### config.mk
export PLATFORM = sky130hd
export DESIGN_NAME = alu_seq16
export DESIGN_NICKNAME = d
export VERILOG_FILES = /design/src/rtl/alu_seq16_pkg.sv /design/src/rtl/alu_seq16_alu.sv /design/src/rtl/alu_seq16.sv
export SDC_FILE = /design/constraint.sdc
export NUM_CORES = 1
export LEC_CHECK = 0
export BUFFER_PORTS_ARGS = -buffer_cell sky130_fd_sc_hd__buf_2
export CAP_MARGIN = 10
export CORE_MARGIN = 2
export CORE_UTILIZATION = 57
export CTS_CLUSTER_DIAMETER = 80
export CTS_CLUSTER_SIZE = 28
export DETAILED_ROUTE_END_ITERATION = 12
export PLACE_DENSITY = 0.92
export SYNTH_ARGS = -nofsm -noshare
export SYNTH_HDL_FRONTEND = slang
export SYNTH_HIERARCHICAL = 1
export SYNTH_SLANG_ARGS = --single-unit
### constraint.sdc
create_clock -name clk -period 4.8 [get_ports clk]
set_clock_uncertainty 0.1 [all_clocks]
set_input_delay 1.44 -clock clk [delete_from_list [all_inputs] [get_ports clk]]
set_output_delay 1.44 -clock clk [all_outputs]
set_load 0.02 [all_outputs]
### src/rtl/alu_seq16_pkg.sv
`default_nettype none
// ============================================================================
//  Module      : alu_seq_pkg
//  Description : Shared types and constants for the nibble-serial ALU
//                sequencer: FSM state encoding, operation codes and the
//                ALUOP selector values of the 4-bit alu slice.
//  Revision    : 1.0 - initial release
// ============================================================================
package alu_seq_pkg;

    // Sequencer states
    typedef enum logic [1:0] {
        IDLE = 2'd0,
        RUN  = 2'd1,
        DONE = 2'd2
    } state_t;

    // Operation codes presented on op
    localparam logic [2:0] OP_ADD   = 3'b000;
    localparam logic [2:0] OP_INC   = 3'b001;
    localparam logic [2:0] OP_PASS  = 3'b010;
    localparam logic [2:0] OP_RSVD  = 3'b011;
    // op[2] set selects the logic group; op[1:0] then passes straight to ALUOP
    localparam logic       OP_LOGIC = 1'b1;

    // ALUOP selector values for arithmetic mode (l = 0)
    localparam logic [1:0] ALUOP_SUM  = 2'b10;
    localparam logic [1:0] ALUOP_INC  = 2'b01;
    localparam logic [1:0] ALUOP_PASS = 2'b00;

endpackage : alu_seq_pkg
`default_nettype wire

### src/rtl/alu_seq16_alu.sv
`default_nettype none
// ============================================================================
//  Module      : alu
//  Description : 4-bit ALU slice. Arithmetic mode (l=0):
//                  00 A + c_in, 01 A + 1 + c_in, 10 A + B + c_in,
//                  11 A + ~B + c_in.
//                Logic mode (l=1): 00 AND, 01 OR, 10 XOR, 11 NOT A;
//                c_out is 0 in logic mode.
//  Revision    : 1.0 - initial release
// ============================================================================
module alu (
    input  logic [3:0] A,
    input  logic [3:0] B,
    input  logic [1:0] ALUOP,
    input  logic       l,
    input  logic       c_in,
    output logic [3:0] R,
    output logic       c_out
);

    logic [4:0] w_sum;

    // Single-nibble function select; arithmetic results carry into bit 4
    always_comb begin
        w_sum = 5'd0;
        R     = 4'd0;
        c_out = 1'b0;
        if (l) begin
            case (ALUOP)
                2'b00:   R = A & B;
                2'b01:   R = A | B;
                2'b10:   R = A ^ B;
                default: R = ~A;
            endcase
        end else begin
            case (ALUOP)
                2'b00:   w_sum = {1'b0, A} + {4'd0, c_in};
                2'b01:   w_sum = {1'b0, A} + 5'd1 + {4'd0, c_in};
                2'b10:   w_sum = {1'b0, A} + {1'b0, B} + {4'd0, c_in};
                default: w_sum = {1'b0, A} + {1'b0, ~B} + {4'd0, c_in};
            endcase
            R     = w_sum[3:0];
            c_out = w_sum[4];
        end
    end

endmodule : alu
`default_nettype wire

### src/rtl/alu_seq16.sv
`default_nettype none
// ============================================================================
//  Module      : alu_seq16
//  Description : Runs W-bit (W = 4*NIB) operations on one shared 4-bit alu
//                slice, one nibble per clock, LS nibble first, with carry
//                chained between nibbles. Operands are latched on start,
//                done pulses for one cycle when result and flags are valid.
//  Options     : ALU_SEQ16_SAT_EN - ADD and INC saturate to all ones on a
//                final carry (cout stays 1, flags follow the saturated value)
//  Revision    : 1.0 - initial release
// ============================================================================
module alu_seq16
    import alu_seq_pkg::*;
#(
    parameter  int NIB = 4,
    localparam int W   = 4 * NIB
) (
    input  logic         clk,
    input  logic         rst_n,
    input  logic         start,
    input  logic [2:0]   op,
    input  logic [W-1:0] a,
    input  logic [W-1:0] b,
    input  logic         cin,
    output logic         busy,
    output logic         done,
    output logic [W-1:0] result,
    output logic         cout,
    output logic         zero,
    output logic         sign
);

    localparam int IDX_W = $clog2(NIB);
    localparam logic [IDX_W-1:0] C_LAST_IDX = IDX_W'(NIB - 1);

    state_t           r_state;
    state_t           w_state_nxt;

    logic [W-1:0]     r_a;
    logic [W-1:0]     r_b;
    logic [2:0]       r_op;
    logic             r_cin;
    logic [IDX_W-1:0] r_idx;
    logic             r_carry;
    logic [W-1:0]     r_result;
    logic             r_cout;
    logic             r_zero;
    logic             r_sign;

    logic [IDX_W+1:0] w_base;
    logic             w_first;
    logic             w_last;
    logic [3:0]       w_a_nib;
    logic [3:0]       w_b_nib;
    logic [1:0]       w_aluop;
    logic             w_l;
    logic             w_c_in;
    logic [3:0]       w_r;
    logic             w_c_out;
    logic [W-1:0]     w_final_result;
    logic             w_final_cout;
    logic [W-1:0]     w_flag_result;

    assign w_base  = {r_idx, 2'b00};
    assign w_first = (r_idx == '0);
    assign w_last  = (r_idx == C_LAST_IDX);
    assign w_a_nib = r_a[w_base +: 4];
    assign w_b_nib = r_b[w_base +: 4];

    // ALU control for the current nibble: mode, function and carry-in
    always_comb begin
        w_l     = 1'b0;
        w_aluop = ALUOP_PASS;
        w_c_in  = w_first ? 1'b0 : r_carry;
        if (r_op[2] == OP_LOGIC) begin
            w_l     = 1'b1;
            w_aluop = r_op[1:0];
            w_c_in  = 1'b0;
        end else begin
            case (r_op)
                OP_ADD: begin
                    w_aluop = ALUOP_SUM;
                    w_c_in  = w_first ? r_cin : r_carry;
                end
                OP_INC: begin
                    w_aluop = w_first ? ALUOP_INC : ALUOP_PASS;
                end
                OP_PASS, OP_RSVD: begin
                    w_aluop = ALUOP_PASS;
                end
                default: begin
                    w_aluop = ALUOP_PASS;
                end
            endcase
        end
    end

    alu u_alu (
        .A     (w_a_nib),
        .B     (w_b_nib),
        .ALUOP (w_aluop),
        .l     (w_l),
        .c_in  (w_c_in),
        .R     (w_r),
        .c_out (w_c_out)
    );

    // Result with the current nibble merged in, and the carry seen so far
    always_comb begin
        w_final_result = r_result;
        w_final_result[w_base +: 4] = w_r;
    end

    assign w_final_cout = (r_op[2] == OP_LOGIC) ? 1'b0 : w_c_out;

`ifdef ALU_SEQ16_SAT_EN
    logic w_sat_op;
    assign w_sat_op      = (r_op == OP_ADD) || (r_op == OP_INC);
    assign w_flag_result = (w_sat_op && w_final_cout) ? {W{1'b1}} : w_final_result;
`else
    assign w_flag_result = w_final_result;
`endif

    // State register
    always_ff @(posedge clk or negedge rst_n) begin
        if (!rst_n) begin
            r_state <= IDLE;
        end else begin
            r_state <= w_state_nxt;
        end
    end

    // Next-state logic
    always_comb begin
        w_state_nxt = r_state;
        case (r_state)
            IDLE:    if (start) w_state_nxt = RUN;
            RUN:     if (w_last) w_state_nxt = DONE;
            DONE:    w_state_nxt = IDLE;
            default: w_state_nxt = IDLE;
        endcase
    end

    // Operand latch, nibble stepping, result assembly and flag capture
    always_ff @(posedge clk or negedge rst_n) begin
        if (!rst_n) begin
            r_a      <= '0;
            r_b      <= '0;
            r_op     <= '0;
            r_cin    <= 1'b0;
            r_idx    <= '0;
            r_carry  <= 1'b0;
            r_result <= '0;
            r_cout   <= 1'b0;
            r_zero   <= 1'b1;
            r_sign   <= 1'b0;
        end else begin
            case (r_state)
                IDLE: begin
                    if (start) begin
                        r_a      <= a;
                        r_b      <= b;
                        r_op     <= op;
                        r_cin    <= cin;
                        r_idx    <= '0;
                        r_carry  <= 1'b0;
                        r_result <= '0;
                    end
                end
                RUN: begin
                    r_carry <= w_c_out;
                    if (w_last) begin
                        r_result <= w_flag_result;
                        r_cout   <= w_final_cout;
                        r_zero   <= (w_flag_result == '0);
                        r_sign   <= w_flag_result[W-1];
                    end else begin
                        r_result <= w_final_result;
                        r_idx    <= r_idx + 1'b1;
                    end
                end
                default: begin
                end
            endcase
        end
    end

    assign busy   = (r_state == RUN);
    assign done   = (r_state == DONE);
    assign result = r_result;
    assign cout   = r_cout;
    assign zero   = r_zero;
    assign sign   = r_sign;

endmodule : alu_seq16
`default_nettype wire

Yosys cells after proc, flatten, opt, wreduce, memory -nomap -nowiden

Index checks and enable logic that the tools add are counted.

Register bits after elaboration: 60
Bits in latches: 0
Memory bits (writable): 0
Memory bits (read-only): 0
Output and inout bits: 21
Word-level logic and storage cells: 73
Memories: 0

$add $sub $neg: 9
$mul: 0
Div/mod/pow operators: 0
Magnitude comparators: 0
Equal/unequal tests: 9
Shift operators: 4
Mux-type cells: 24
Bitwise gates (word level): 5
Reduce and logical (&&, ||, !) cells: 11

Operators by type and width:

| kind                                                                    | number |
|---|---|
| 16-bit case mux with 2 select lines                                     | 1 |
| 16-bit by 5-bit indexed part select with 4-bit output                   | 2 |
| 16-bit bitwise mux                                                      | 1 |
| 16-bit logical NOT                                                      | 1 |
| 16-bit two-way mux                                                      | 1 |
| 4-bit by 6-bit variable shift with 16-bit output (first input constant) | 1 |
| 4-bit by 6-bit indexed part select with 16-bit output                   | 1 |
| 5-bit by 1-bit adder with 5-bit output                                  | 3 |
| 5-bit case mux with 3 select lines                                      | 1 |
| 2-bit case mux with 2 select lines                                      | 3 |
| 4-bit case mux with 3 select lines                                      | 1 |
| 4-bit by 4-bit adder with 5-bit output                                  | 2 |
| 2-bit two-way mux                                                       | 5 |
| 1-bit two-way mux                                                       | 9 |
| 4-bit inverter                                                          | 2 |
| 2-bit AND reduction                                                     | 4 |
| 2-bit equality test (second input constant)                             | 3 |
| 2-bit logical NOT                                                       | 3 |
| 4-bit negator with 6-bit output                                         | 1 |
| 4-bit by 1-bit adder with 5-bit output                                  | 1 |
| 4-bit by 1-bit adder with 5-bit output (second input constant)          | 1 |
| 4-bit bitwise AND                                                       | 1 |
| 2-bit by 1-bit equality test with 1-bit output (second input constant)  | 2 |
| 4-bit two-way mux                                                       | 1 |
| other kinds (10)                                                        | 11 |

Logic depth before layout (Yosys ltp)

Gate-level depths: netlist of the first run.

Depth in word-level cells: 10
Mapped depth: 18
Gate-level depth less buffers: 16

Cells and area by module

The synthesis of the first run kept the hierarchy.

Modules (own cells, without submodules):

| module    | times used | cells each | area an instance (um^2) |
|---|---|---|---|
| alu_seq16 | 1          | 286        | 2800.2 |
| alu       | 1          | 91         | 800.8 |

Worst setup path before layout of the first run

No wires, ideal clock.

Kind: register to register
Start: register r_idx[1]
End: register r_zero (netlist: zero)
Setup time: 86 ps
Arrival time: 4153 ps
Required time: 4614 ps
Path slack: 461 ps
Cell stages (with the launch flop): 18
Buffers on the path: 2
Period minus slack after synthesis: 4339 ps
Cells stage by stage: dfrtp_1 > clkbuf_1 > inv_1 > ha_1 > buf_6 > mux2i_1 > or3_1 > a21oi_1 > inv_1 > fa_1 > fa_1 > inv_1 > mux4_2 > mux2_2 > nor2_1 > a21o_1 > o2111ai_1 > o31ai_2

Longest elaborated chain between the ends: 10
Elaborated cells on any way between the ends: 35
Those cells by class: add/sub (8); eq/ne (3); shift (4); mux (11); bitwise (5); reduce/logical (4)

Ends and longest elaborated chain:

| item                                                           | RTL line                         | RTL |
|---|---|---|
| start, declared                                                | alu_seq16.sv:43                  | `logic [IDX_W-1:0] r_idx;` |
| start signal, assigned                                         | alu_seq16.sv:179                 | `r_idx <= r_idx + 1'b1;` |
| 2-bit logical NOT (*)                                          | alu_seq16.sv:65                  | `assign w_first = (r_idx == '0);` |
| 1-bit two-way mux (on tied branches)                           | alu_seq16.sv:74, alu_seq16.sv:83 |  |
| 1-bit two-way mux (*)                                          | alu_seq16.sv:80                  | `case (r_op)` |
| 1-bit two-way mux (*)                                          | alu_seq16.sv:75                  | `if (r_op[2] == OP_LOGIC) begin` |
| via w_c_in                                                     | alu_seq16.sv:57                  | `logic w_c_in;` |
| 5-bit by 1-bit adder with 5-bit output (tied with other cells) | alu_seq16_alu.sv:40              | `default: w_sum = {1'b0, A} + {1'b0, ~B} + {4'd0, c_in};` |
| 5-bit case mux with 3 select lines (*)                         | alu_seq16_alu.sv:36              | `case (ALUOP)` |
| 4-bit two-way mux (*)                                          | alu_seq16_alu.sv:28              | `if (l) begin` |
| via w_r[1]                                                     | alu_seq16.sv:58                  | `logic [3:0] w_r;` |
| 4-bit by 6-bit indexed part select with 16-bit output (*)      | alu_seq16.sv:111                 | `w_final_result[w_base +: 4] = w_r;` |
| 16-bit bitwise mux (*)                                         | alu_seq16.sv:111                 |  |
| 16-bit logical NOT (*)                                         | alu_seq16.sv:175                 | `r_zero <= (w_flag_result == '0);` |
| end signal, assigned                                           | alu_seq16.sv:175                 |  |
| end, declared                                                  | alu_seq16.sv:47                  | `logic r_zero;` |

Mark *: on every way through the listed nets, which the timed path passes. The rest lies on a longest branch.
A chain may end at the register's enable or synchronous reset.

Final worst setup path of the first run

Start: register r_idx[0]
End: register r_zero (netlist: zero)

Same word-level chain as after synthesis.

==> impl_results.md, run 1 <==
- Critical path class: flip-flop to flip-flop
- Number of search-and-repair iterations in the first detailed-routing pass: 5
- Final weighted congestion in routability-driven placement: 0.924
- Final-report setup violation count: 0
- Area fraction of the dominant cell type after synthesis: between 40% and 50%
- Die footprint: 6970 um2
- Main combinational cell family by area after synthesis: simple AND/OR/NAND/NOR gates
- Top Ports: 60
- Routed via count: 2934
- Yosys warnings: 6
- Root Driver: sky130_fd_sc_hd__clkbuf_8
- PwrDens: 849 nW/um2
- Required time of the critical path: 4950 ps
- Logic pwr share: 62.4%
- Total GRT Usage: between 20% and 30%
- Fraction of power spent switching nets: ~47%
- Multi-input logic area: around 1900 um2
- NetSw: 1.62 mW
- Post-Synthesis Net Count: 441
- Via-per-instance ratio: 5.72
- Post-CTS Hold Buffers: 0
- Horizontal die dimension: 83.5 um
- Clock slew at reported path FFs: 70 ps
- Remaining DRCs: 0
- Detailed router's first-iteration violation count: 207
- Height of the die: about 83 um
- Final Hold Violating Endpoints: 0
- Worst-skew pair later-pin latency: 340 ps
- Fraction of synthesis flops using an asynchronous set or reset pin: 100%
- Synthesized instance count: 377
- Primary flip-flop cell chosen by synthesis mapping: sky130_fd_sc_hd__dfrtp_1
- Detailed placer's ending HPWL: 5.86 mm
- GRT Residual Overflow: 0
- Worst-case hold slack: 372 ps
- Antenna Nets Post-Route: 0
- Htree depth: 3
- TritonCTS clock tree: built
- Fraction of power consumed by the clock network: 12.9%
- Run status: finished clean
- Post-synthesis share of cell area spent on xor and xnor gates: 1.22%
- Largest net degree at the start of global routing: 42
- Share of final-layout standard cells stronger than drive strength 1: around 23%
- Number of buffers on the longest clock path: 2
- Endpoint kind of the worst setup timing path: flip-flop
- Clk sinks: 60
- Core occupancy in the finished layout: about two thirds
- Worst path most repeated cell: sky130_fd_sc_hd__inv_1
- Wire length of the first global-routing pass: 13.4 mm
- Yosys cell types: 57
- Number of flops mapped to enable cells by yosys: 0
- Type of origin of the critical path: flip-flop
- Area growth from synthesis to layout: 14.0%
- Worst-Margin Slew: between 900 and 1000 ps
- Cell-internal power: 1.86 mW
- WL final: approximately 8.0 mm
- Num CTS Buffers: 9
- Time the worst path needs with I/O delays and setup: 4380 ps
- Post-synthesis share of cell area spent on full adders, half adders and majority gates: 9.52%
- Simple-gate portion of the synthesized area: 20.3%
- Vias in the first global route: 2824
- Largest cells by area after synthesis: sky130_fd_sc_hd__dfrtp_1, sky130_fd_sc_hd__nand2_1, sky130_fd_sc_hd__mux4_2
- Part of the cycle the worst path needs: about nine tenths
- Wire length per cell: roughly 16 um
- Library cell with the largest summed area after synthesis: sky130_fd_sc_hd__dfrtp_1
- Number of antenna violations at the first check in global routing: 0
- Site row count: 28
- Total setup buffers inserted after CTS: 0
- Critical path cell sequence: inv_1 > ha_1 > mux2i_1 > or3_1 > a21oi_1 > inv_1 > fa_1 > fa_1 > inv_1 > mux4_2 > mux2_2 > nor2_1 > a21o_1 > o2111ai_1 > o31ai_2
- PostCTS Resize Cnt: 0
- Multiplexer fraction of the synthesized cell area: under 10%
- Worst hold-check path type: flip-flop to flip-flop
- Highest achievable clock rate: roughly 0.23 GHz
- Mean instance size in the synthesized netlist: 9.55 um2
- Max capacitance violation total: 0
- Layout fillers: 470
- RSZ-0062 raised after global routing: no
- Port Buf Inserts: 59
- Placeable core region: 6030 um2
- Max-slew violations: 0
- Stage delay of the slowest cell on the critical path: approximately 500 ps
- Part of the power in registers: 24.7%
- Synthesized-area fraction occupied by ao, oa, aoi and oai cells: about an eighth
- Remaining max-slew budget at the tightest pin: 38.9%
- Post-layout net count: 497
- Maximum vdd drop: 393 uV
- Total negative slack: 0 ps
- CP max-delay cell: sky130_fd_sc_hd__fa_1
- Diodes inserted: 0
- Initial cell density of the core: 59.8%
- Leak: 2.16 nW
- Arr. time, crit path: 4540 ps
- Share of the yosys chip area belonging to registers: 41.7%
- Synth Cell Area: 3600 um2
- FF+latch count, synth: 60
- Sequential cell area: 1500 um2
- Worst Path Max Fanout: 10
final timing paths:
path | startpoint | to | slack, ps | cells past startpoint
max | r_idx[0] | zero | 420 | 15
min | r_a[15] | r_a[15] | 370 | 2
max reg2reg | r_idx[0] | zero | 420 | 15
min reg2reg | r_a[15] | r_a[15] | 370 | 2
max in group asynchronous | rst_n | r_a[1] | 2730 | 2
min in group asynchronous | rst_n | result[4] | 1040 | 1
placed cells by master, fill, tap and decap left out, types with 3 or more instances in the layout:
cell,instances
sky130_fd_sc_hd__nand2_1,123
sky130_fd_sc_hd__dfrtp_1,59
sky130_fd_sc_hd__buf_2,59
sky130_fd_sc_hd__inv_1,23
sky130_fd_sc_hd__ha_1,21
sky130_fd_sc_hd__a22o_1,14
sky130_fd_sc_hd__mux4_2,12
sky130_fd_sc_hd__nor2_1,12
sky130_fd_sc_hd__clkbuf_8,10
sky130_fd_sc_hd__a21oi_1,8
sky130_fd_sc_hd__o21ai_1,8
sky130_fd_sc_hd__nor2b_1,6
sky130_fd_sc_hd__nand3_1,6
sky130_fd_sc_hd__o21ai_0,5
sky130_fd_sc_hd__buf_4,5
sky130_fd_sc_hd__xnor2_1,4
sky130_fd_sc_hd__fa_1,4
sky130_fd_sc_hd__or3_1,3
sky130_fd_sc_hd__o211ai_1,3
sky130_fd_sc_hd__a21o_1,3
sky130_fd_sc_hd__o31ai_1,3
per-stage QoR:
step / setup slack (ps) / total power, mW / std cells / instance area [um2]
floorplan: 461 / 2.56 / 377 / 3600
detailed placement: 522 / 3.02 / 497 / 3910
CTS: 447 / 3.47 / 513 / 4110
global route: 188 / 3.74 / 513 / 4110
finish: 417 / 3.48 / 513 / 4110
global placement: 661 / 2.92 / 497 / 3910
cell families (layout without fill, tap and decap cells):
logic type / Yosys count / count (layout)
flops: 60 / 60
compound gates: 59 / 59
fa+ha+maj: 25 / 25
mux: 17 / 17
simple gates: 168 / 168
xor+xnor: 5 / 5
buf+inv: 43 / 104
power groups by stage:
stage / clock [mW] / sequential [mW] / combinational, mW
after floorplan: 0 / 0.882 / 1.68
after global placement: 0 / 0.851 / 2.07
after detailed placement: 0 / 0.871 / 2.15
after CTS: 0.454 / 0.861 / 2.16
after global routing: 0.484 / 0.890 / 2.36
final: 0.450 / 0.862 / 2.17
area by class of cell:
type | instances | share of cell area [%]
sequential | 60 | 36.6
tap | 75 | 2.29
timing repair buffer | 64 | 8.11
multi-input combinational | 274 | 46.1
inverter | 24 | 2.19
clock inverter | 4 | 1.19
clock buffer | 12 | 3.54
Yosys cell counts (all sizes together), types with 2 or more instances:
library cell  instances
o21bai                2
a21o                  3
buf                  12
nand2               123
nor2                 12
and4bb                2
inv                  24
dfrtp                59
o21ai                13
or4                   2
mux2                  2
nor3                  3
and3                  2
mux2i                 2
nand2b                2
o31ai                 4
xnor2                 4
nand3                 6
a22oi                 2
or3                   3
fa                    4
mux4                 13
o211ai                3
ha                   21
nor2b                 6
nand4                 2
a31oi                 2
clkbuf                7
a21oi                 8
a22o                 14
critical path, delay by kind of cell (launching register included):
family                     cells  cell delay [ps]
and+or+nand+nor                2              460
buffers and inverters          3              320
muxes                          3              900
AOI/OAI and AO/OA              4              840
adders and majority gates      3             1290
DFF                            1              380
per-layer routing:
layer	vias to the layer above	track usage (%)	part of all wire, %
li1	1397	-	-
met1	1404	32.3	44
met2	112	38.0	48
met3	21	6.23	6.0
met4	0	8.21	2.0
met5	-	0	0
state kept, by name, indices dropped and copies added (netlist names):
register  count
sign          1
r_a          16
zero          1
result       16
r_carry       1
cout          1
r_state       2
r_b          16
r_idx         2
r_op          3
r_cin         1
Power figures use the tool's default switching activity.
==> run 2, diff against run 1 <==
- CELL_PAD_IN_SITES_DETAIL_PLACEMENT: unset -> 1
- CELL_PAD_IN_SITES_GLOBAL_PLACEMENT: unset -> 2
- CORE_UTILIZATION: 57 -> 35
- PLACE_DENSITY: 0.92 -> 0.91
==> run 2 against run 1 <==
Global-route usage shrank 6.1 points; combinational power grew 2%; final cell count grew 12%; register-to-register slack lost 95 ps; highest routed layer unchanged; flip-flop and latch count is the same; via count shrank 0.95%; critical path type unchanged; total power grew 1.5%; worst setup slack lost 95 ps.
==> impl_results.md, run 2 (same netlist as run 1, synthesis figures left out) <==
- Run status: finished clean (unchanged)
- Worst-Margin Slew: 965 ps (was 908 ps)
- Share of final-layout standard cells stronger than drive strength 1: 23.1% (was 22.8%)
- Worst-case hold slack: 375 ps (was 372 ps)
- Horizontal die dimension: 105 um (was 83.5 um)
- Largest net degree at the start of global routing: 43 (was 42)
- Highest achievable clock rate: 0.223 GHz (was 0.228 GHz)
- Required time of the critical path: 4960 ps (was 4950 ps)
- TritonCTS clock tree: built (unchanged)
- Flop-to-flop setup slack: 320 ps (was 420 ps)
- Final-report setup violation count: 0 (unchanged)
- PwrDens: 845 nW/um2 (was 849 nW/um2)
- Via-per-instance ratio: 5.06 (was 5.72)
- Part of the cycle the worst path needs: 93.3% (was 91.3%)
- Number of buffers on the longest clock path: 2 (unchanged)
- Placeable core region: 10100 um2 (was 6030 um2)
- Critical path class: flip-flop to flip-flop (unchanged)
- Final Hold Violating Endpoints: 0 (unchanged)
- Diodes inserted: 0 (unchanged)
- Number of antenna violations at the first check in global routing: 0 (unchanged)
- Reg-to-reg critical path endpoint: zero (unchanged)
- Port Buf Inserts: 59 (unchanged)
- Htree depth: 3 (unchanged)
- Site row count: 37 (was 28)
- Endpoint kind of the worst setup timing path: flip-flop (unchanged)
- Area growth from synthesis to layout: 16.3% (was 14.0%)
- Number of search-and-repair iterations in the first detailed-routing pass: 4 (was 5)
- Max-slew violations: 0 (unchanged)
- Time the worst path needs with I/O delays and setup: 4480 ps (was 4380 ps)
- Remaining max-slew budget at the tightest pin: 35.0% (was 38.9%)
- Layout fillers: 1185 (was 470)
- Wire length of the first global-routing pass: 15.7 mm (was 13.4 mm)
- Total negative slack: 0 ps (unchanged)
- Total setup buffers inserted after CTS: 0 (unchanged)
- Num CTS Buffers: 9 (unchanged)
- Remaining DRCs: 0 (unchanged)
- Total GRT Usage: 17.9% (was 24.0%)
- Detailed placer's ending HPWL: 6.87 mm (was 5.86 mm)
- Sequential cell area: 1500 um2 (unchanged)
- Most frequent standard cell in the layout excluding fill and tap cells: sky130_fd_sc_hd__nand2_1 (unchanged)
- Die footprint: 11100 um2 (was 6970 um2)
- Final weighted congestion in routability-driven placement: 0.844 (was 0.924)
- Max capacitance violation total: 0 (unchanged)
- Crit path launch: r_idx[0] (unchanged)
- RSZ-0062 raised after global routing: no (unchanged)
- Critical Path Sink: zero (unchanged)
- Routed via count: 2906 (was 2934)
- GRT Residual Overflow: 0 (unchanged)
- Multi-input logic area: 1890 um2 (unchanged)
- Worst-skew pair later-pin latency: 340 ps (about the same)
- Clock slew at reported path FFs: 70 ps (about the same)
- Detailed router's first-iteration violation count: 73 (was 207)
- Top Ports: 60 (unchanged)
- Antenna Nets Post-Route: 0 (unchanged)
- Worst Path Max Fanout: 10 (unchanged)
- Arr. time, crit path: 4640 ps (was 4540 ps)
- Maximum vdd drop: 288 uV (was 393 uV)
- Vias in the first global route: 3094 (was 2824)
- Root Driver: sky130_fd_sc_hd__clkbuf_8 (unchanged)
- Post-CTS Hold Buffers: 0 (unchanged)
- Core occupancy in the finished layout: 41.3% (was 68.1%)
- Highest-count cells in the layout ignoring fill and taps: sky130_fd_sc_hd__nand2_1, sky130_fd_sc_hd__dfrtp_1, sky130_fd_sc_hd__buf_2, sky130_fd_sc_hd__inv_1, sky130_fd_sc_hd__ha_1 (unchanged)
- Leak: 2.15 nW (was 2.16 nW)
- Clk sinks: 60 (unchanged)
- Worst reg-to-reg path cell count: 15 (unchanged)
- WL final: 9.23 mm (was 8.00 mm)
- Post-layout net count: 498 (was 497)
- Wire length per cell: 16.1 um (was 15.6 um)
- Initial cell density of the core: 35.5% (was 59.8%)
- Reg2reg start: r_idx[0] (unchanged)
- PostCTS Resize Cnt: 0 (unchanged)
- Worst hold-check path type: flip-flop to flip-flop (unchanged)
- Type of origin of the critical path: flip-flop (unchanged)
- Height of the die: 105 um (was 83.5 um)
[run 2: how the worst min path moves through the flow]
stage / startpoint / end / slack, ps / cells past startpoint
global placement: r_a[2] / r_a[2] / 350 / 2
finish: r_a[15] / r_a[15] / 380 / 2
global route: r_b[12] / r_b[12] / 400 / 2
CTS: r_a[15] / r_a[15] / 380 / 2
detailed placement: r_b[0] / r_b[0] / 360 / 2
floorplan: r_a[10] / r_a[10] / 340 / 2
[run 2: layout make-up]
class | count | share of cell area [%]
Sequential cell | 60 | 35.9
Clock buffer | 11 | 3.38
Tap cell | 136 | 4.06
Clock inverter | 4 | 1.20
Inverter | 24 | 2.15
Timing Repair Buffer | 65 | 8.13
Multi-Input combinational cell | 274 | 45.2
[run 2: where the power goes]
part / leakage, nW / switching [mW] / internal, mW
registers: 0.769 / 0.146 / 0.717
clock network: 0.0914 / 0.206 / 0.250
logic: 1.29 / 1.32 / 0.894
[run 2: metrics by stage]
step	setup slack, ps	power, mW	area (um2)	instances
floorplan	461	2.56	3600	377
CTS	335	3.57	4190	574
global route	99.8	3.86	4190	574
global placement	617	2.97	4000	559
detailed placement	393	3.09	4000	559
finish	322	3.54	4190	574
[run 2: layer usage]
layer  vias to the layer above  global-route usage [%]  part of all wire (%)
met5                         -                       0                     0
met4                         0                    4.86                   1.3
met2                        59                    29.2                    48
met3                        12                    3.96                   3.4
li1                       1395                       -                     -
met1                      1440                    24.0                    47
[run 2: critical path, cell delays in order, from the launching register on]
cell and delay, ps:
sky130_fd_sc_hd__dfrtp_1 380, sky130_fd_sc_hd__inv_1 140, sky130_fd_sc_hd__ha_1 380, sky130_fd_sc_hd__mux2i_1 120, sky130_fd_sc_hd__or3_1 310, sky130_fd_sc_hd__a21oi_1 270, sky130_fd_sc_hd__inv_1 130, sky130_fd_sc_hd__fa_1 430
sky130_fd_sc_hd__fa_1 510, sky130_fd_sc_hd__inv_1 40, sky130_fd_sc_hd__mux4_2 460, sky130_fd_sc_hd__mux2_2 350, sky130_fd_sc_hd__nor2_1 190, sky130_fd_sc_hd__a21o_1 160, sky130_fd_sc_hd__o2111ai_1 160, sky130_fd_sc_hd__o31ai_2 270
==> run 3, diff against run 2 <==
- CORE_UTILIZATION: 35 -> 32
- PLACE_DENSITY: 0.91 -> 0.88
- clock period: 4.8 -> 3.67 ns (I/O delays scaled with it)
==> run 3 against run 2 <==
The run now ends with setup timing left; worst setup slack got worse by 390 ps; final cell count up 4.0%; die area is 9.0% higher; register-to-register slack got worse by 390 ps; global-route usage fell by 0.28 points; routed wire length is 4.8% higher; cell area up 5.1%; flip-flop and latch count unchanged; sequential share of layout area fell by 1.7 points; highest routed layer unchanged; maximum frequency rose by 20%; non-clock buffer count grew 18; utilization is 0.89 points lower.
==> impl_results.md, run 3 (same netlist as run 1, synthesis figures left out) <==
- Arr. time, crit path: 3900 ps (was 4640 ps)
- Core occupancy in the finished layout: 40.4% (was 41.3%)
- Peak-usage layer in the global routing report: met2 (unchanged)
- Stage delay of the slowest cell on the critical path: 490 ps (was 510 ps)
- Wire length of the first global-routing pass: 16.1 mm (was 15.7 mm)
- Remaining DRCs: 0 (unchanged)
- Post-CTS Hold Buffers: 0 (unchanged)
- Htree depth: 3 (unchanged)
- Endpoint, Worst Hold: r_b[11] (was r_a[15])
- TritonCTS clock tree: built (unchanged)
- Max-slew violations: 0 (unchanged)
- Clock slew at reported path FFs: 80 ps (was 70 ps)
- Remaining max-slew budget at the tightest pin: 28.8% (was 35.0%)
- Num CTS Buffers: 9 (unchanged)
- Detailed placer's ending HPWL: 7.16 mm (was 6.87 mm)
- Worst Path Max Fanout: 5 (was 10)
- Startpoint of the tightest hold check path: r_b[11] (was r_a[15])
- Routed via count: 2995 (was 2906)
- Height of the die: 110 um (was 105 um)
- Global routing met1 resource utilization: 22.4% (was 24.0%)
- Antenna Nets Post-Route: 0 (unchanged)
- Clk sinks: 60 (unchanged)
- Kind of cell with the highest combined delay on the critical path: adder cells (unchanged)
- Worst hold-check path type: flip-flop to flip-flop (unchanged)
- Number of cells on the worst hold path: 2 (unchanged)
- WL final: 9.67 mm (was 9.23 mm)
- CP bufs+invs: 3 (unchanged)
- Critical path class: flip-flop to flip-flop (unchanged)
- Flop-to-flop setup slack: -70 ps (was 320 ps)
- Part of the cycle the worst path needs: 102% (was 93.3%)
- Layout fillers: 1266 (was 1185)
- Required time of the critical path: 3830 ps (was 4960 ps)
- Met3 capacity usage during global routing: 4.12% (was 3.96%)
- RSZ-0062 raised after global routing: yes (was no)
- Horizontal die dimension: 110 um (was 105 um)
- Area growth from synthesis to layout: 22.2% (was 16.3%)
- Highest-count cells in the layout ignoring fill and taps: sky130_fd_sc_hd__nand2_1, sky130_fd_sc_hd__buf_2, sky130_fd_sc_hd__dfrtp_1, sky130_fd_sc_hd__buf_4 (was sky130_fd_sc_hd__nand2_1, sky130_fd_sc_hd__dfrtp_1, sky130_fd_sc_hd__buf_2, sky130_fd_sc_hd__inv_1, sky130_fd_sc_hd__ha_1)
- Number of buffers on the longest clock path: 2 (unchanged)
- Placeable core region: 10900 um2 (was 10100 um2)
- Number of antenna violations at the first check in global routing: 0 (unchanged)
- Crit path launch: r_idx[0] (unchanged)
- Total GRT Usage: 17.6% (was 17.9%)
- Worst-skew pair later-pin latency: 340 ps (about the same)
- Site row count: 38 (was 37)
- Time the worst path needs with I/O delays and setup: 3740 ps (was 4480 ps)
- Worst reg-to-reg path cell count: 14 (was 15)
- Endpoint kind of the worst setup timing path: flip-flop (unchanged)
- GRT Residual Overflow: 0 (unchanged)
- Die footprint: 12100 um2 (was 11100 um2)
- Run status: complete, but fails checks (was finished clean)
- Vias in the first global route: 3193 (was 3094)
- Port Buf Inserts: 59 (unchanged)
- Most frequent standard cell in the layout excluding fill and tap cells: sky130_fd_sc_hd__nand2_1 (unchanged)
- Highest achievable clock rate: 0.267 GHz (was 0.223 GHz)
- CP max-delay cell: sky130_fd_sc_hd__fa_1 (unchanged)
- Setup WS post-layout: -70.3 ps (was 322 ps)
- Reg2reg start: r_idx[0] (unchanged)
- Post-route insts no fill: 597 (was 574)
- Violations in the final reports: setup timing
- Diodes inserted: 0 (unchanged)
- Detailed router's first-iteration violation count: 84 (was 73)
- Placed cell count: 580 (was 559)
- Final-report setup violation count: 1 (was 0)
- Initial cell density of the core: 33.1% (was 35.5%)
- Wire length per cell: 16.2 um (was 16.1 um)
- Largest net degree at the start of global routing: 61 (was 43)
- Root Driver: sky130_fd_sc_hd__clkbuf_8 (unchanged)
- Max capacitance violation total: 0 (unchanged)
- Top Ports: 60 (unchanged)
- Global-route met2 utilization: 29.2% (about the same)
- Crit path depth: 14 (was 15)
- Final Hold Violating Endpoints: 0 (unchanged)
- Type of origin of the critical path: flip-flop (unchanged)
- Number of search-and-repair iterations in the first detailed-routing pass: 4 (unchanged)
- Total negative slack: -70.3 ps (was 0 ps)
- Share of final-layout standard cells stronger than drive strength 1: 28.4% (was 23.1%)
- Post-layout net count: 516 (was 498)
- Worst-case hold slack: 374 ps (was 375 ps)
- Reg-to-reg critical path endpoint: zero (unchanged)
- Worst-Margin Slew: 1060 ps (was 965 ps)
- Final weighted congestion in routability-driven placement: 0.808 (was 0.844)
- Critical path cell sequence: inv_4 > ha_4 > mux2i_1 > or3_1 > a21oi_2 > inv_2 > fa_2 > fa_1 > inv_1 > mux4_2 > mux2_4 > o31ai_4 > nand4_1 > o31ai_2 (was inv_1 > ha_1 > mux2i_1 > or3_1 > a21oi_1 > inv_1 > fa_1 > fa_1 > inv_1 > mux4_2 > mux2_2 > nor2_1 > a21o_1 > o2111ai_1 > o31ai_2)
- Via-per-instance ratio: 5.02 (was 5.06)
-- run 3: changes by cell type in the layout (fill, tap and decap cells not counted), moves of 2 or more --
| cell | change |
|---|---|
| sky130_fd_sc_hd__inv_2 | +2 |
| sky130_fd_sc_hd__clkinvlp_4 | -2 |
| sky130_fd_sc_hd__inv_1 | -3 |
| sky130_fd_sc_hd__buf_4 | +18 |
-- run 3: worst max-delay path by stage --
stage,endpoint
5_1_grt,zero
3_3_place_gp,zero
2_1_floorplan,zero
6_report,zero
3_5_place_dp,zero
4_1_cts,zero
-- run 3: layer usage --
metal / vias up / wire [um]
li1: 1432 / -
met1: 1484 / 4380
met2: 66 / 4790
met3: 13 / 366
met4: 0 / 134
met5: - / 0
-- run 3: worst register-to-register path: stages, from the launching register on --
cell and delay [ps]:
sky130_fd_sc_hd__dfrtp_2 390, sky130_fd_sc_hd__inv_4 50, sky130_fd_sc_hd__ha_4 150, sky130_fd_sc_hd__mux2i_1 100, sky130_fd_sc_hd__or3_1 320, sky130_fd_sc_hd__a21oi_2 180, sky130_fd_sc_hd__inv_2 70, sky130_fd_sc_hd__fa_2 350
sky130_fd_sc_hd__fa_1 490, sky130_fd_sc_hd__inv_1 50, sky130_fd_sc_hd__mux4_2 450, sky130_fd_sc_hd__mux2_4 340, sky130_fd_sc_hd__o31ai_4 180, sky130_fd_sc_hd__nand4_1 140, sky130_fd_sc_hd__o31ai_2 290
-- run 3: per-stage QoR --
step           worst slack (ps)  area [um2]
2_1_floorplan              -294        3660
4_1_cts                   -69.5        4390
3_3_place_gp               28.8        4170
3_5_place_dp               -126        4170
6_report                  -70.3        4400
5_1_grt                    -221        4400
-- run 3: area by class of cell --
cell class | count | area (um2) | share of cell area (%)
clock buffer | 12 | 145 | 3.30
clock inverter | 4 | 48.8 | 1.11
inverter | 24 | 92.6 | 2.10
multi-input combinational | 274 | 1960 | 44.5
sequential | 60 | 1500 | 34.2
tap | 140 | 175 | 3.98
timing repair buffer | 83 | 475 | 10.8
-- run 3: what timing repair did --
action / 4_1_cts / 5_1_grt
setup buffers: 1 / 0
hold endpoints to repair: 0 / 0
setup endpoints to repair: 1 / 3
pin swaps: 4 / 1
resized for setup: 2 / 3
Power of run 3 is left out: the tool's default activity adds up to more than one toggle a clock period on the data nets, which glitch-free logic cannot reach.
